===== src/rtl/fetch_unit_if.sv =====
// Instruction-memory request/response channel between the fetch stage and imem.
interface fetch_unit_if;
  logic        imem_req_valid;
  logic        imem_req_ready;
  logic [31:0] imem_req_addr;
  logic        imem_resp_valid;
  logic [31:0] imem_resp_data;

  modport master (
    output imem_req_valid, imem_req_addr,
    input  imem_req_ready, imem_resp_valid, imem_resp_data
  );

  modport slave (
    input  imem_req_valid, imem_req_addr,
    output imem_req_ready, imem_resp_valid, imem_resp_data
  );
endinterface


===== src/rtl/fetch_unit.sv =====
// Instruction fetch stage: sequential PC generation, credit-limited in-order imem requests,
// response buffering, stall-aware output and redirect flush of buffered/in-flight fetches.
module fetch_unit #(
  parameter logic [31:0] RESET_PC   = 32'h0000_0000,
  parameter int unsigned FIFO_DEPTH = 2
) (
  input  logic          clk,
  input  logic          rst,
  fetch_unit_if.master  imem,
  input  logic          stall,
  input  logic          redirect_valid,
  input  logic [31:0]   redirect_pc,
  output logic [31:0]   inst,
  output logic [31:0]   pc,
  output logic          inst_valid
);

  localparam int unsigned   CW      = $clog2(FIFO_DEPTH + 1);
  localparam int unsigned   PW      = (FIFO_DEPTH > 1) ? $clog2(FIFO_DEPTH) : 1;
  localparam logic [CW:0]   DEPTH_W = (CW + 1)'(FIFO_DEPTH);
  localparam logic [CW-1:0] DEPTH_C = CW'(FIFO_DEPTH);
  localparam logic [PW-1:0] LAST    = PW'(FIFO_DEPTH - 1);
  localparam logic [31:0]   NOP     = 32'h0000_0013;

  logic [31:0]   fetch_pc, resp_pc;
  logic [CW-1:0] o_cnt, k_cnt, c_cnt, o_next;
  logic [PW-1:0] head, tail;
  logic [31:0]   buf_inst [FIFO_DEPTH];
  logic [31:0]   buf_pc   [FIFO_DEPTH];
  logic          accept, discard, push, pop;

  function automatic logic [PW-1:0] nxt(input logic [PW-1:0] p);
    return (p == LAST) ? '0 : p + PW'(1);
  endfunction

  // Credit counts in-flight plus buffered entries, so a response always has a free slot.
  assign imem.imem_req_valid = rst && (({1'b0, o_cnt} + {1'b0, c_cnt}) < DEPTH_W) && !redirect_valid;
  assign imem.imem_req_addr  = fetch_pc;

  always_comb begin
    accept  = imem.imem_req_valid && imem.imem_req_ready;
    discard = imem.imem_resp_valid && ((k_cnt != '0) || redirect_valid);
    push    = imem.imem_resp_valid && !discard;
    pop     = !stall && (c_cnt != '0) && !redirect_valid;
    o_next  = o_cnt + CW'(accept) - CW'(imem.imem_resp_valid);
  end

  // Held in reset the outputs read as a bubble with pc 0, independent of RESET_PC.
  always_comb begin
    inst       = NOP;
    pc         = '0;
    inst_valid = 1'b0;
    if (rst) begin
      if (c_cnt != '0) begin
        inst       = buf_inst[head];
        pc         = buf_pc[head];
        inst_valid = 1'b1;
      end else begin
        pc = resp_pc;
      end
    end
  end

  always_ff @(posedge clk) begin
    if (push) begin
      buf_inst[tail] <= imem.imem_resp_data;
      buf_pc[tail]   <= resp_pc;
    end
  end

  always_ff @(posedge clk or negedge rst) begin
    if (!rst) begin
      fetch_pc <= RESET_PC;
      resp_pc  <= RESET_PC;
      o_cnt    <= '0;
      k_cnt    <= '0;
      c_cnt    <= '0;
      head     <= '0;
      tail     <= '0;
    end else if (redirect_valid) begin
      // Every request still outstanding after this edge belongs to the squashed path.
      fetch_pc <= redirect_pc;
      resp_pc  <= redirect_pc;
      o_cnt    <= o_next;
      k_cnt    <= o_next;
      c_cnt    <= '0;
      head     <= '0;
      tail     <= '0;
    end else begin
      if (accept) fetch_pc <= fetch_pc + 32'd4;
      o_cnt <= o_next;
      if (imem.imem_resp_valid && (k_cnt != '0)) k_cnt <= k_cnt - CW'(1);
      if (push) begin
        resp_pc <= resp_pc + 32'd4;
        tail    <= nxt(tail);
      end
      if (pop) head <= nxt(head);
      c_cnt <= c_cnt + CW'(push) - CW'(pop);
    end
  end

  a_no_overflow: assert property (@(posedge clk) disable iff (!rst)
    !(push && !pop && (c_cnt == DEPTH_C)));

endmodule

===== src/flat_wrapper.sv =====
// flat-port wrapper written by rule: the top's interface ports become plain ports
module fetch_unit_flat 
#(
  parameter logic [31:0] RESET_PC   = 32'h0000_0000,
  parameter int unsigned FIFO_DEPTH = 2
)
  (clk, rst, stall, redirect_valid, redirect_pc, inst, pc, inst_valid, imem_imem_req_valid, imem_imem_req_addr, imem_imem_req_ready, imem_imem_resp_valid, imem_imem_resp_data);
  fetch_unit_if imem_i ();
  input  logic clk;
  input  logic rst;
  input  logic stall;
  input  logic redirect_valid;
  input  logic [31:0] redirect_pc;
  output logic [31:0] inst;
  output logic [31:0] pc;
  output logic inst_valid;
  output wire logic [$bits(imem_i.imem_req_valid)-1:0] imem_imem_req_valid;
  output wire logic [$bits(imem_i.imem_req_addr)-1:0] imem_imem_req_addr;
  input wire logic [$bits(imem_i.imem_req_ready)-1:0] imem_imem_req_ready;
  input wire logic [$bits(imem_i.imem_resp_valid)-1:0] imem_imem_resp_valid;
  input wire logic [$bits(imem_i.imem_resp_data)-1:0] imem_imem_resp_data;
  assign imem_imem_req_valid = imem_i.imem_req_valid;
  assign imem_imem_req_addr = imem_i.imem_req_addr;
  assign imem_i.imem_req_ready = imem_imem_req_ready;
  assign imem_i.imem_resp_valid = imem_imem_resp_valid;
  assign imem_i.imem_resp_data = imem_imem_resp_data;
  fetch_unit #(.RESET_PC(RESET_PC), .FIFO_DEPTH(FIFO_DEPTH)) u_core (.clk(clk), .rst(rst), .imem(imem_i), .stall(stall), .redirect_valid(redirect_valid), .redirect_pc(redirect_pc), .inst(inst), .pc(pc), .inst_valid(inst_valid));
endmodule

===== config.mk =====
export PLATFORM = sky130hd
export DESIGN_NAME = fetch_unit_flat
export DESIGN_NICKNAME = d
export VERILOG_FILES = /design/src/rtl/fetch_unit_if.sv /design/src/rtl/fetch_unit.sv /design/src/flat_wrapper.sv
export SDC_FILE = /design/constraint.sdc
export NUM_CORES = 1
export LEC_CHECK = 0
export BUFFER_PORTS_ARGS = -buffer_cell sky130_fd_sc_hd__buf_2
export CAP_MARGIN = 20
export CORE_MARGIN = 5
export CORE_UTILIZATION = 30
export CTS_BUF_LIST = sky130_fd_sc_hd__clkbuf_2
export DETAILED_ROUTE_END_ITERATION = 10
export MAX_ROUTING_LAYER = met4
export PLACE_DENSITY = 0.54
export SETUP_SLACK_MARGIN = 0.3
export SYNTH_ARGS = -nofsm -noshare
export SYNTH_HDL_FRONTEND = slang
export SYNTH_SLANG_ARGS = --single-unit

===== constraint.sdc =====
create_clock -name clk -period 14.9 [get_ports clk]
set_input_delay 0.745 -clock clk [delete_from_list [all_inputs] [get_ports clk]]
set_output_delay 0.745 -clock clk [all_outputs]
set_load 0.01 [all_outputs]

Word-level counts from Yosys, hierarchy flattened
Memories as Yosys holds them, arrays and structs flattened.
Cells that the tools add are included.
- reductions and logical operators: 18
- order comparisons: 1
- add/subtract/negate cells: 10
- multiplexer cells: 21
- operators with widths (cell ; count):
    32-bit 2-to-1 mux ; 8
    32-bit by 3-bit adder with 32-bit output (second input constant) ; 2
    2-bit nonzero test ; 6
    1-bit 2-to-1 mux ; 10
    1-bit logical AND ; 8
    2-bit 2-to-1 mux ; 3
    2-bit by 1-bit adder with 2-bit output ; 2
    2-bit by 1-bit subtractor with 2-bit output ; 2
    2-bit by 2-bit adder with 3-bit output ; 1
    1-bit logical NOT ; 3
    3-bit by 2-bit less-than comparator with 1-bit output (second input constant) ; 1
    1-bit adder (second input constant) ; 2
    2-bit by 1-bit subtractor with 2-bit output (second input constant) ; 1
    1-bit logical OR ; 1
- input port bits: 70
- register bits: 72
- memory bits (writable): 128
- memories: 2
- word-level logic and storage cells: 59
- output and inout bits: 98
- memories (name ; words ; width ; read ports ; clocked after Yosys merged registers in ; wr ports ; RTL line ; RTL):
    u_core.buf_inst ; 2 ; 32 ; 1 ; 0 ; 1 ; fetch_unit.sv:28 ; logic [31:0] buf_inst [FIFO_DEPTH];
    u_core.buf_pc ; 2 ; 32 ; 1 ; 0 ; 1 ; fetch_unit.sv:29 ; logic [31:0] buf_pc [FIFO_DEPTH];

Longest topological paths before layout
- depth after elaboration: 8
- mapped depth: 11
- gate-level depth less buffers: 11

Worst setup path after synthesis
Ideal clock, no wire load.
- kind: input -> register
- start point: input redirect_valid
- end point: memory u_core.buf_inst[0][0], enable pin
- slack: 8.630 ns
- arrival: 5.705 ns
- path buffers: 3
- library setup time: 0.565 ns
- data required time: 14.335 ns
- cell stages on the path: 4
- cell sequence: clkbuf_1 > clkbuf_1 > buf_1 > nor3_1
- word-level cells in the longest chain between the ends: 6
- ends and longest elaborated chain (what ; RTL line ; RTL):
    start, declared ; flat_wrapper.sv:12 ; input logic redirect_valid;
    1-bit logical OR ; fetch_unit.sv:42 ; discard = imem.imem_resp_valid && ((k_cnt != '0) || redirect_valid);
    1-bit logical AND ; fetch_unit.sv:42 ;
    1-bit logical NOT ; fetch_unit.sv:43 ; push = imem.imem_resp_valid && !discard;
    1-bit logical AND ; fetch_unit.sv:43 ;
    1-bit 2-to-1 mux ; fetch_unit.sv:65 ; if (push) begin
    1-bit 2-to-1 mux (not written as such) ; fetch_unit.sv:66 ; buf_inst[tail] <= imem.imem_resp_data;
    end, declared ; fetch_unit.sv:28 ;
No other way between the ends.

Final worst setup path
- start point: input rst
- end point: output pc[21]
- word-level cells in the longest chain between the ends: 1
- ends and longest elaborated chain (what ; RTL line ; RTL):
    start, declared ; flat_wrapper.sv:10 ; input logic rst;
    32-bit 2-to-1 mux ; fetch_unit.sv:53 ; if (rst) begin
    end, declared ; flat_wrapper.sv:15 ; output logic [31:0] pc;
No other way between the ends.

==> Implementation_results.wiki <==
{| class="wikitable"
! Metric !! Value
|-
| Number of levels in the clock H-tree || 4
|-
| Fin crit share || 26.8%
|-
| Post-synth top flop || sky130_fd_sc_hd__edfxtp_1
|-
| Core Region || 30300 um^2
|-
| Flip-flop and latch count after synthesis || 200
|-
| Final Hold Vio Count || 0
|-
| DRC violation count after routing || 0
|-
| Worst R2R Setup Slack || 12.09 ns
|-
| Average footprint of a synthesized cell || between 10 and 15 um^2
|-
| Largest fanout on the critical path || 50
|-
| Kind of end point of the critical path || output port
|-
| Area growth from synthesis to final layout || 16.5%
|-
| Combined global-route utilization of all metal layers || 14.6%
|-
| Vertical die dimension || 185 um
|-
| TritonCTS clock tree || yes
|-
| Highest-count cells in the layout ignoring fill and taps || 166 x sky130_fd_sc_hd__buf_2, 128 x sky130_fd_sc_hd__edfxtp_1, 71 x sky130_fd_sc_hd__dfrtp_1
|-
| Number of nets with antenna violations after routing || 0
|-
| Post-CTS Resized || 0
|-
| Total number of clock tree sinks || 200
|-
| Antenna violations before repair || 1
|-
| Cell row count || 64
|-
| Switch share || between 30% and 40%
|-
| Warning count from the yosys run || 0
|-
| Arrival time at the worst endpoint || around 3.3 ns
|-
| Post-route cell area || 10700 um^2
|-
| Max-Cap Viols || 0
|-
| Critical path destination || pc[21]
|-
| R2r startpoint || u_core.c_cnt[0]
|-
| Clock network latency to the later pin of the worst-skew pair || 0.74 ns
|-
| Critical Path Start || rst
|-
| Async set-reset flop share out of synthesis || between 30% and 40%
|-
| FF+latch area || 5650 um^2
|-
| Number of nets in the finished design || 996
|-
| Root buffer cell || sky130_fd_sc_hd__clkbuf_2
|-
| Post-route total power || about 1.3 mW
|-
| RSZ-0062 raised after global routing || no
|-
| Most common cell after layout, fill and taps aside || sky130_fd_sc_hd__buf_2
|-
| Final count of negative-setup-slack endpoints || 0
|-
| Half-perimeter wire length after placement || roughly 17000 um
|-
| Ratio of total power to cell area || between 100 and 150 nW/um^2
|-
| Setup skew after layout || between 0.05 and 0.06 ns
|-
| First-pass GRT wire length || 37700 um
|-
| Sum of routed wire length over all layers || 24500 um
|-
| Proportion of power drawn by combinational gates || 24.6%
|-
| P_leak || around 3.9 nW
|-
| Clock network fraction of design power || a little over a fifth
|-
| Data required time of the critical path || 14.16 ns
|-
| Mean number of vias per cell || 5.01
|-
| Mapped cell area || 9170 um^2
|-
| Sequential share of power || 54.0%
|-
| Critical path start-end classification || input port to output port
|-
| Largest net degree at the start of global routing || 80
|-
| Clock slew at reported path FFs || 0.30 ns
|-
| Number of DRC markers after the initial detailed-route iteration || 361
|-
| Total CTS buffers || 17
|-
| Clock buffer depth || 2
|-
| Result of the run || completed
|-
| Cell area reported after detailed placement || 10400 um^2
|-
| Number of flops mapped to enable cells by yosys || 128
|-
| Fraction of final layout cells with drive strength greater than 1 || 24.5%
|-
| Gr ovfl total || 0
|-
| Die Footprint || 34200 um^2
|-
| Critical path launch point type || input port
|-
| Multi-input logic area || ~3300 um^2
|-
| Number of max-slew violations in the final report || 0
|-
| Slew @ Worst Pin || 0.972 ns
|-
| Net switching power figure || 449 uW
|-
| FF-to-FF End || u_core.k_cnt[1]
|-
| Synthesized instance count || 766
|-
| P_int || 865 uW
|-
| Register area share after synthesis || around three fifths
|-
| VDD IR max || about 0.044 mV
|-
| Time the worst path needs with I/O delays and setup || 3.99 ns
|-
| Number of buffers inserted by port buffering || 167
|-
| Initial standard-cell utilization of the core || 30.2%
|-
| Number of iterations in the first detailed-routing pass || 4
|-
| Worst min path class || input port to flip-flop
|-
| Die width || around 180 um
|-
| Via count of the first global-routing pass || 6363
|-
| Upper clock frequency limit || 250 MHz
|-
| Drt wl/cell || 18.5 um
|-
| Worst Reg-to-Reg Cells || 11
|-
| Via Count || 6653
|-
| Final-layout fill cell count || about 3100
|-
| I/O Pins || between 150 and 200
|-
| Mapped Nets || 844
|-
| Placer Congestion || 0.778
|-
| Worst-case headroom to the max-slew limit || 35.0%
|-
| Cell variety after synth || between 40 and 50
|-
| Accumulated negative setup slack || 0 ns
|}
[flip-flops by register name (all words and copies together) (netlist names)]
name / flops
u_core.buf_inst: 64
u_core.buf_pc: 64
u_core.imem.imem_req_addr: 32
u_core.resp_pc: 32
u_core.c_cnt: 2
u_core.k_cnt: 2
u_core.o_cnt: 2
u_core.head: 1
u_core.tail: 1
[worst max-delay path: stages]
cell and delay (ns):
sky130_fd_sc_hd__dlygate4sd3_1 0.52, sky130_fd_sc_hd__buf_4 0.48, sky130_fd_sc_hd__buf_4 0.51, sky130_fd_sc_hd__o21ai_4 0.20, sky130_fd_sc_hd__buf_4 0.31, sky130_fd_sc_hd__o21ai_0 0.26
sky130_fd_sc_hd__buf_2 0.17
[cells in the mapped netlist (8+ instances only)]
cell type,number,area share (%)
sky130_fd_sc_hd__a211oi_1,10,0.82
sky130_fd_sc_hd__a21oi_1,12,0.66
sky130_fd_sc_hd__a31oi_1,29,2.0
sky130_fd_sc_hd__and3_1,8,0.55
sky130_fd_sc_hd__clkbuf_1,31,1.3
sky130_fd_sc_hd__dfrtp_1,72,20
sky130_fd_sc_hd__edfxtp_1,128,42
sky130_fd_sc_hd__inv_1,20,0.82
sky130_fd_sc_hd__mux2_2,9,1.1
sky130_fd_sc_hd__mux2i_1,65,7.1
sky130_fd_sc_hd__nand2_1,66,2.7
sky130_fd_sc_hd__nand3_1,15,0.82
sky130_fd_sc_hd__nand4_1,19,1.3
sky130_fd_sc_hd__nor2_1,69,2.8
sky130_fd_sc_hd__nor3_1,9,0.49
sky130_fd_sc_hd__nor4_1,11,0.75
sky130_fd_sc_hd__o21ai_0,50,2.7
sky130_fd_sc_hd__o31ai_1,21,1.7
sky130_fd_sc_hd__or3_1,12,0.82
sky130_fd_sc_hd__or4_1,23,1.9
sky130_fd_sc_hd__xnor2_1,15,1.4
sky130_fd_sc_hd__xor2_1,8,0.76
[per-layer routing]
layer  GRT usage [%]  part of all wire [%]
met4            2.58                  0.76
met1            22.2                    50
met2            20.5                    43
met5               -                     0
met3            2.95                   6.3
[per-stage QoR]
step / std cells / worst slack [ns] / util, % / hold slack (ns)
global placement: 1293 / 11.44 / 34.3 / 0.480
finish: 1328 / 10.91 / 35.2 / 0.171
detailed placement: 1293 / 11.35 / 34.3 / 0.490
floorplan: 766 / 8.63 / - / 0.437
global route: 1328 / 10.57 / 35.2 / 0.000763
CTS: 1326 / 10.81 / 35.1 / 0.0598
[cells by family after synthesis]
family	Yosys count	synth area share (%)
AOI/OAI and AO/OA	135	9.16
xor gates and xnor gates	23	2.20
adders and majority gates	8	1.17
buffers and inverters	65	2.88
DFF	200	61.6
muxes	74	8.20
and+or+nand+nor	261	14.8
[layout make-up]
cell class | instances | share of cell area, %
Antenna cell | 1 | 0.0234
Tap cell | 396 | 4.64
Multi-Input combinational cell | 501 | 30.7
Timing Repair Buffer | 177 | 8.60
Inverter | 21 | 0.738
Clock buffer | 18 | 0.844
Clock inverter | 14 | 1.57
Sequential cell | 200 | 52.9
[power groups by stage]
| stage | Clock [mW] | Combinational (mW) | Sequential, mW |
|---|---|---|---|
| global route | 0.317 | 0.364 | 0.719 |
| CTS | 0.293 | 0.332 | 0.710 |
| finish | 0.281 | 0.324 | 0.709 |
| floorplan | 0 | 0.211 | 0.705 |
| detailed placement | 0 | 0.330 | 0.722 |
| global placement | 0 | 0.328 | 0.720 |
[how the worst min path moves through the flow]
stage,start,to,slack [ns],depth (start not counted)
floorplan,u_core.resp_pc[11],u_core.buf_pc[0][11],0.44,0
global placement,u_core.resp_pc[1],u_core.buf_pc[0][1],0.48,0
detailed placement,u_core.resp_pc[1],u_core.buf_pc[1][1],0.49,0
CTS,imem_imem_resp_data[26],u_core.buf_inst[1][26],0.06,1
global route,imem_imem_resp_data[29],u_core.buf_inst[1][29],0.0008,1
finish,imem_imem_resp_data[7],u_core.buf_inst[0][7],0.17,1
[what timing repair did]
item                      in CTS  in global routing
hold buffers                   1                  1
hold endpoints to repair      41                  2
setup buffers                  0                  0
(Power assumes the default switching activity.)
